**src/rtl/accumulator_stage.sv**
```systemverilog
// Handshaked 3-state accumulator: a ripple adder adds each operand to a held total.
// Optional macro ACC_SIGNED_OVF_EN switches sticky_ovf from unsigned carry to signed overflow.
module accumulator_stage #(
  parameter int WIDTH   = 4,
  parameter int COUNT_W = 8
) (
  input  logic               clock,
  input  logic               reset,
  input  logic [WIDTH-1:0]   data_in,
  input  logic               in_valid,
  output logic               in_ready,
  input  logic               mode,
  input  logic               chain,
  output logic [WIDTH-1:0]   acc,
  output logic               cout,
  output logic               sticky_ovf,
  output logic [COUNT_W-1:0] op_count,
  output logic               out_valid
);

  typedef enum logic [1:0] {
    IDLE   = 2'd0,
    EXEC   = 2'd1,
    RESULT = 2'd2
  } state_t;

  state_t             state_reg, state_next;
  logic [WIDTH-1:0]   operand_reg, operand_next;
  logic               mode_reg, mode_next;
  logic               chain_reg, chain_next;
  logic [WIDTH-1:0]   acc_reg, acc_next;
  logic               cout_reg, cout_next;
  logic               sticky_reg, sticky_next;
  logic [COUNT_W-1:0] count_reg, count_next;
  logic               out_valid_reg, out_valid_next;
  logic               in_ready_reg, in_ready_next;

  // Ripple-carry chain; carry-in is the previous carry only when chaining.
  logic [WIDTH:0]     carry;
  logic [WIDTH-1:0]   sum_bits;
  logic               ovf_flag;

  assign carry[0] = chain_reg & cout_reg;

  generate
    for (genvar gi = 0; gi < WIDTH; gi++) begin : g_fa
      assign sum_bits[gi]  = acc_reg[gi] ^ operand_reg[gi] ^ carry[gi];
      assign carry[gi+1]   = (acc_reg[gi] & operand_reg[gi]) |
                             (carry[gi] & (acc_reg[gi] ^ operand_reg[gi]));
    end
  endgenerate

`ifdef ACC_SIGNED_OVF_EN
  assign ovf_flag = (acc_reg[WIDTH-1] == operand_reg[WIDTH-1]) &&
                    (sum_bits[WIDTH-1] != acc_reg[WIDTH-1]);
`else
  assign ovf_flag = carry[WIDTH];
`endif

  always_comb begin
    state_next     = state_reg;
    operand_next   = operand_reg;
    mode_next      = mode_reg;
    chain_next     = chain_reg;
    acc_next       = acc_reg;
    cout_next      = cout_reg;
    sticky_next    = sticky_reg;
    count_next     = count_reg;
    out_valid_next = 1'b0;
    in_ready_next  = 1'b0;

    case (state_reg)
      IDLE: begin
        if (in_valid) begin
          operand_next = data_in;
          mode_next    = mode;
          chain_next   = chain;
          state_next   = EXEC;
        end
      end
      EXEC: begin
        if (mode_reg) begin
          acc_next    = operand_reg;
          cout_next   = 1'b0;
          sticky_next = 1'b0;
        end else begin
          acc_next    = sum_bits;
          cout_next   = carry[WIDTH];
          sticky_next = sticky_reg | ovf_flag;
        end
        count_next = count_reg + COUNT_W'(1);
        state_next = RESULT;
      end
      RESULT: state_next = IDLE;
      default: state_next = IDLE;
    endcase

    // Handshake flags are registered copies of the upcoming state.
    in_ready_next  = (state_next == IDLE);
    out_valid_next = (state_next == RESULT);
  end

  always_ff @(posedge clock or posedge reset) begin
    if (reset) begin
      state_reg     <= IDLE;
      operand_reg   <= '0;
      mode_reg      <= 1'b0;
      chain_reg     <= 1'b0;
      acc_reg       <= '0;
      cout_reg      <= 1'b0;
      sticky_reg    <= 1'b0;
      count_reg     <= '0;
      out_valid_reg <= 1'b0;
      in_ready_reg  <= 1'b1;
    end else begin
      state_reg     <= state_next;
      operand_reg   <= operand_next;
      mode_reg      <= mode_next;
      chain_reg     <= chain_next;
      acc_reg       <= acc_next;
      cout_reg      <= cout_next;
      sticky_reg    <= sticky_next;
      count_reg     <= count_next;
      out_valid_reg <= out_valid_next;
      in_ready_reg  <= in_ready_next;
    end
  end

  assign in_ready   = in_ready_reg;
  assign out_valid  = out_valid_reg;
  assign acc        = acc_reg;
  assign cout       = cout_reg;
  assign sticky_ovf = sticky_reg;
  assign op_count   = count_reg;

endmodule

```
**config.mk**
```make
export PLATFORM = sky130hd
export DESIGN_NAME = accumulator_stage
export DESIGN_NICKNAME = d
export VERILOG_FILES = /design/src/rtl/accumulator_stage.sv
export SDC_FILE = /design/constraint.sdc
export NUM_CORES = 1
export LEC_CHECK = 0
export CORE_MARGIN = 2
export CORE_UTILIZATION = 64
export DETAILED_ROUTE_END_ITERATION = 16
export DONT_BUFFER_PORTS = 1
export PLACE_DENSITY = 0.83
export SKIP_CTS_REPAIR_TIMING = 1
export SLEW_MARGIN = 20
export SYNTH_ARGS = -nofsm -noshare
export SYNTH_HDL_FRONTEND = slang
export SYNTH_SLANG_ARGS = --single-unit
```
**constraint.sdc**
```tcl
create_clock -name clock -period 6.6 [get_ports clock]
set_input_delay 0.33 -clock clock [delete_from_list [all_inputs] [get_ports clock]]
set_output_delay 0.33 -clock clock [all_outputs]
set_load 0.01 [all_outputs]
```
# After elaboration in Yosys (flattened, before gate mapping)
# Index checks and enable logic that the tools add are counted.
[op_classes]
bitwise = 22
muxes = 5
n_div = 0
n_eq_ne = 2
reduce_logical = 3
n_lt_le_gt_ge = 0
multipliers = 0
add_sub_neg = 1
shift = 0
[ops]
columns = ["op", "count"]
rows = [
  ["$and 1x1->1", 9],
  ["$add 8x1->8 const B", 1],
  ["$xor 1x1->1", 8],
  ["$or 1x1->1", 5],
  ["$logic_not 2->1", 2],
  ["$mux 4", 1],
  ["$pmux 2 s2", 1],
  ["$eq 2x1->1 const B", 1],
  ["$eq 2x2->1 const B", 1],
  ["$mux 1", 2],
  ["$mux 2", 1],
  ["$reduce_and 2->1", 1],
]
[word_totals]
input_bits = 9
ramBits = 0
reg_bits = 24
memories = 0
latchBits = 0
mem_bits_ro = 0

# Logic depth before layout (Yosys ltp)
[logic_depth]
word_depth = 11
mapped_depth = 9

# Least setup slack after synthesis
# Ideal clock, no wire load.
[synth_timing]
kind = "register to register"
from = "reg cout_reg (netlist: cout)"
to = "reg acc_reg[3] (netlist: acc[3])"
setup_ns = 0.083
period_less_slack_ns = 2.260
arrival_time_ns = 2.178
stages_incl_launch_ff = 10
path_slack_ns = 4.340
cell_sequence = "dfrtp_1 -> and2_1 -> fa_1 -> inv_1 -> fa_1 -> inv_1 -> fa_1 -> fa_1 -> mux2i_1 -> o21ai_0"
[synth_via]
elab_chain_cells = 9
[synth_rtl]
columns = ["element", "line", "source"]
rows = [
  ["start, declared", "32", "logic cout_reg, cout_next;"],
  ["start signal, assigned", "121", "cout_reg <= cout_next;"],
  ["$and 1x1->1", "43", "assign carry[0] = chain_reg & cout_reg;"],
  ["$and 1x1->1", "49", "(carry[gi] & (acc_reg[gi] ^ operand_reg[gi]));"],
  ["$or 1x1->1", "48", "assign carry[gi+1] = (acc_reg[gi] & operand_reg[gi]) |"],
  ["$and 1x1->1", "49", ""],
  ["$or 1x1->1", "48", ""],
  ["$and 1x1->1", "49", ""],
  ["$or 1x1->1", "48", ""],
  ["$xor 1x1->1", "47", "assign sum_bits[gi] = acc_reg[gi] ^ operand_reg[gi] ^ carry[gi];"],
  ["$mux 4", "82", "if (mode_reg) begin"],
  ["end signal, assigned", "120", "acc_reg <= acc_next;"],
  ["end, declared", "31", "logic [WIDTH-1:0] acc_reg, acc_next;"],
]
# Every way passes these cells.
# A chain may end at the register's enable or synchronous reset.

# Final worst setup path
# Same ends and word-level chain as after synthesis.

==> impl_metrics.csv <==
group,metric,value,unit
drt,dr.pass1.iters,4,
sta,setup_viol,0,
synthesis,yosys_warnings,0,
floorplanning,dieArea,1940,sq um
floorplanning,io_pins,25,
drt,vias,591,
global_route,grt_start_max_net_pins,24,
power,pwr-share-clk,14.6,%
cts,cts_buffers,3,
drt,routed_wl,1.58,mm
drt,final_antenna_net_count,0,
cells_and_area,utilization,70.6,%
global_route,grt.overflow.total,0,
critical_path,critPathLaunchType,"flop",
placement,placedCellCount,97,
sta,fin_tns_setup,0,ns
cts,cts_max_path_buffers,2,
sta,fin_crit_sh,36.9,%
synthesis,synth_area,1020,sq um
sta,slew-limit-headroom,45.7,%
sta,fin_skew,0.00354,ns
drt,via_per_inst,5.85,
placement,place_hpwl,1.20,mm
sta,min_period,2.43,ns
run,max-cap-violations,0,
cts,cts.sinks,23,
cells_and_area,regArea,577,sq um
synthesis,netlist_top_cells_area,"dfrtp_1 54%, fa_1 7.8%, xnor2_1 6.0%",
critical_path,cp_max_fo,3,
floorplanning,die_h,44.0,microns
critical_path,cp.arrival,2.66,ns
drt,drcViolationCount,0,
cts,cts_tree,"built",
power,internal-power,263,uW
hold_path,hold_path.class,"primary input to async pin",
floorplanning,fp-row-count,14,
power,power.leakage,0.000497,uW
cells_and_area,multi_input_area,417,sq um
global_route,grt_pass1_vias,589,
run_status,status,"completed",
cells_and_area,area_delta_synth_final,3.79,%
critical_path,worstPathRequired,6.82,ns
power,p_switching,162,uW
floorplanning,die_w,44.0,microns
cells_and_area,largest_reg_flops,8,
sta,hold_viol,0,
power,vdd_drop_max,0.295,mV
synthesis,synth_top_cell_by_area,"dfrtp_1",
cells_and_area,n_fill_cell,106,
drt,routedWlPerCell,15.6,microns
global_route,grt_usage,19.5,%
placement,portBuffers,0,
cells_and_area,final_cells,101,
cts,htree_levels,1,
cells_and_area,drive_gt1_share,12.9,%
cts,clk_pin_slew_worst_paths,0.12,ns
power,comb_power_share,25.3,%
placement,gp_congestion,0.825,
sta,slew_violations,0,
floorplanning,start_util,68.0,%
synthesis,syn-num-nets,97,
cells_and_area,nets,100,
sta,rsz0062_at_grt,"no",
global_route,antenna_found_initial,0,
synthesis,ys_seq_area_share,56.3,%
cells_and_area,n_antenna_cell,0,
global_route,grt_pass1_wl,2.69,mm
synthesis,synthDistinctLibCells,22,
floorplanning,core_area,1510,sq um
critical_path,end_kind,"flop",
sta,fmax,0.411,GHz
synthesis,synth-seq-cells,23,
synthesis,syn_inst,83,
critical_path,critPathKind,"flop to flop",
power,swShare,38.1,%
cts,clock_latency,0.30,ns
sta,worstMarginPinSlew,0.814,ns
synthesis,yosysTopAreaCellShare,53.7,%
drt,drtIter0Drc,10,
power,power_density,399,nW/um^2
synthesis,avgSynthCellArea,12.3,sq um
cts,cts-root-buf,"clkbuf_4",
power,seqPwrFrac,60.2,%
## cells in the final DEF (no fill, tap or decap), drive strengths merged
cell / n
a21oi: 3
o21bai: 1
nor2: 1
clkbuf: 3
and2: 1
nor3b: 1
nand2: 12
and4b: 1
dfstp: 1
nand3b: 1
ha: 1
nand2b: 1
xnor2: 7
and3: 1
fa: 4
inv: 6
o21ai: 5
dfrtp: 22
mux2: 5
clkinv: 1
mux2i: 3
nand4: 4
## cell families after synthesis
logic type	Yosys count	share of synthesized area [%]
simple gates	23	12.6
flops	23	56.3
compound gates	9	4.64
buf+inv	8	3.05
mux	8	8.42
xor+xnor	7	5.98
fa+ha+maj	5	9.04
## cell usage after synthesis (all sizes together)
| library cell | count |
|---|---|
| o21ai | 5 |
| and4b | 1 |
| dfstp | 1 |
| nand2b | 1 |
| inv | 6 |
| clkbuf | 1 |
| mux2 | 5 |
| nand4 | 4 |
| dfrtp | 22 |
| xnor2 | 7 |
| fa | 4 |
| ha | 1 |
| a21oi | 3 |
| buf | 1 |
| mux2i | 3 |
| and3 | 1 |
| nor3b | 1 |
| and2 | 1 |
| o21bai | 1 |
| nand2 | 12 |
| nand3b | 1 |
| nor2 | 1 |
## path summary, 6_finish.rpt
check                          start          end  slack (ns)  cells after the start
setup / recovery                cout       acc[3]        4.17                      9
hold / removal                 reset  op_count[6]        0.06                      1
setup reg to reg                cout       acc[3]        4.17                      9
hold reg to reg            chain_reg    chain_reg        0.53                      1
max in group asynchronous      reset    chain_reg        6.04                      1
min in group clock          in_valid     in_ready        0.08                      1
## metal layers
layer / track usage (%) / part of all wire, % / vias up
li1: - / - / 279
met3: 6.12 / 5.3 / 6
met2: 28.5 / 46 / 18
met4: 9.09 / 2.4 / 0
met5: 0 / 0 / -
met1: 26.8 / 46 / 288
## worst max-delay path: stages (launching register included)
cell and delay [ns]:
dfrtp_1 0.46, and2_1 0.19, fa_1 0.35, inv_1 0.07
fa_1 0.15, inv_1 0.04, fa_1 0.39, fa_1 0.49
mux2i_1 0.06, o21ai_0 0.15
## power by group through the flow
| stage | Combinational (uW) | Sequential [uW] | Clock (uW) |
|---|---|---|---|
| global route | 128 | 263 | 69.1 |
| finish | 107 | 255 | 61.9 |
| CTS | 110 | 256 | 63.8 |
| detailed placement | 109 | 259 | 0 |
| global placement | 100 | 257 | 0 |
| floorplan | 94.6 | 241 | 0 |
## per-stage QoR
| step | cell area, sq um | hold WS [ns] | total power [uW] | setup WS, ns |
|---|---|---|---|---|
| CTS | 1060 | 0.0694 | 430 | 4.14 |
| global route | 1060 | 0.0685 | 460 | 3.99 |
| global placement | 1040 | 0.398 | 357 | 4.26 |
| finish | 1060 | 0.0601 | 425 | 4.17 |
| floorplan | 1020 | 0.331 | 336 | 4.34 |
| detailed placement | 1040 | 0.414 | 368 | 4.20 |
## final cells by class
cell class / count / share of cell area, %
Sequential cell: 23 / 54.2
Multi-Input combinational cell: 52 / 39.2
Clock buffer: 3 / 2.12
Inverter: 6 / 2.12
Tap cell: 16 / 1.88
Clock inverter: 1 / 0.471
Power figures use the tool's default switching activity.
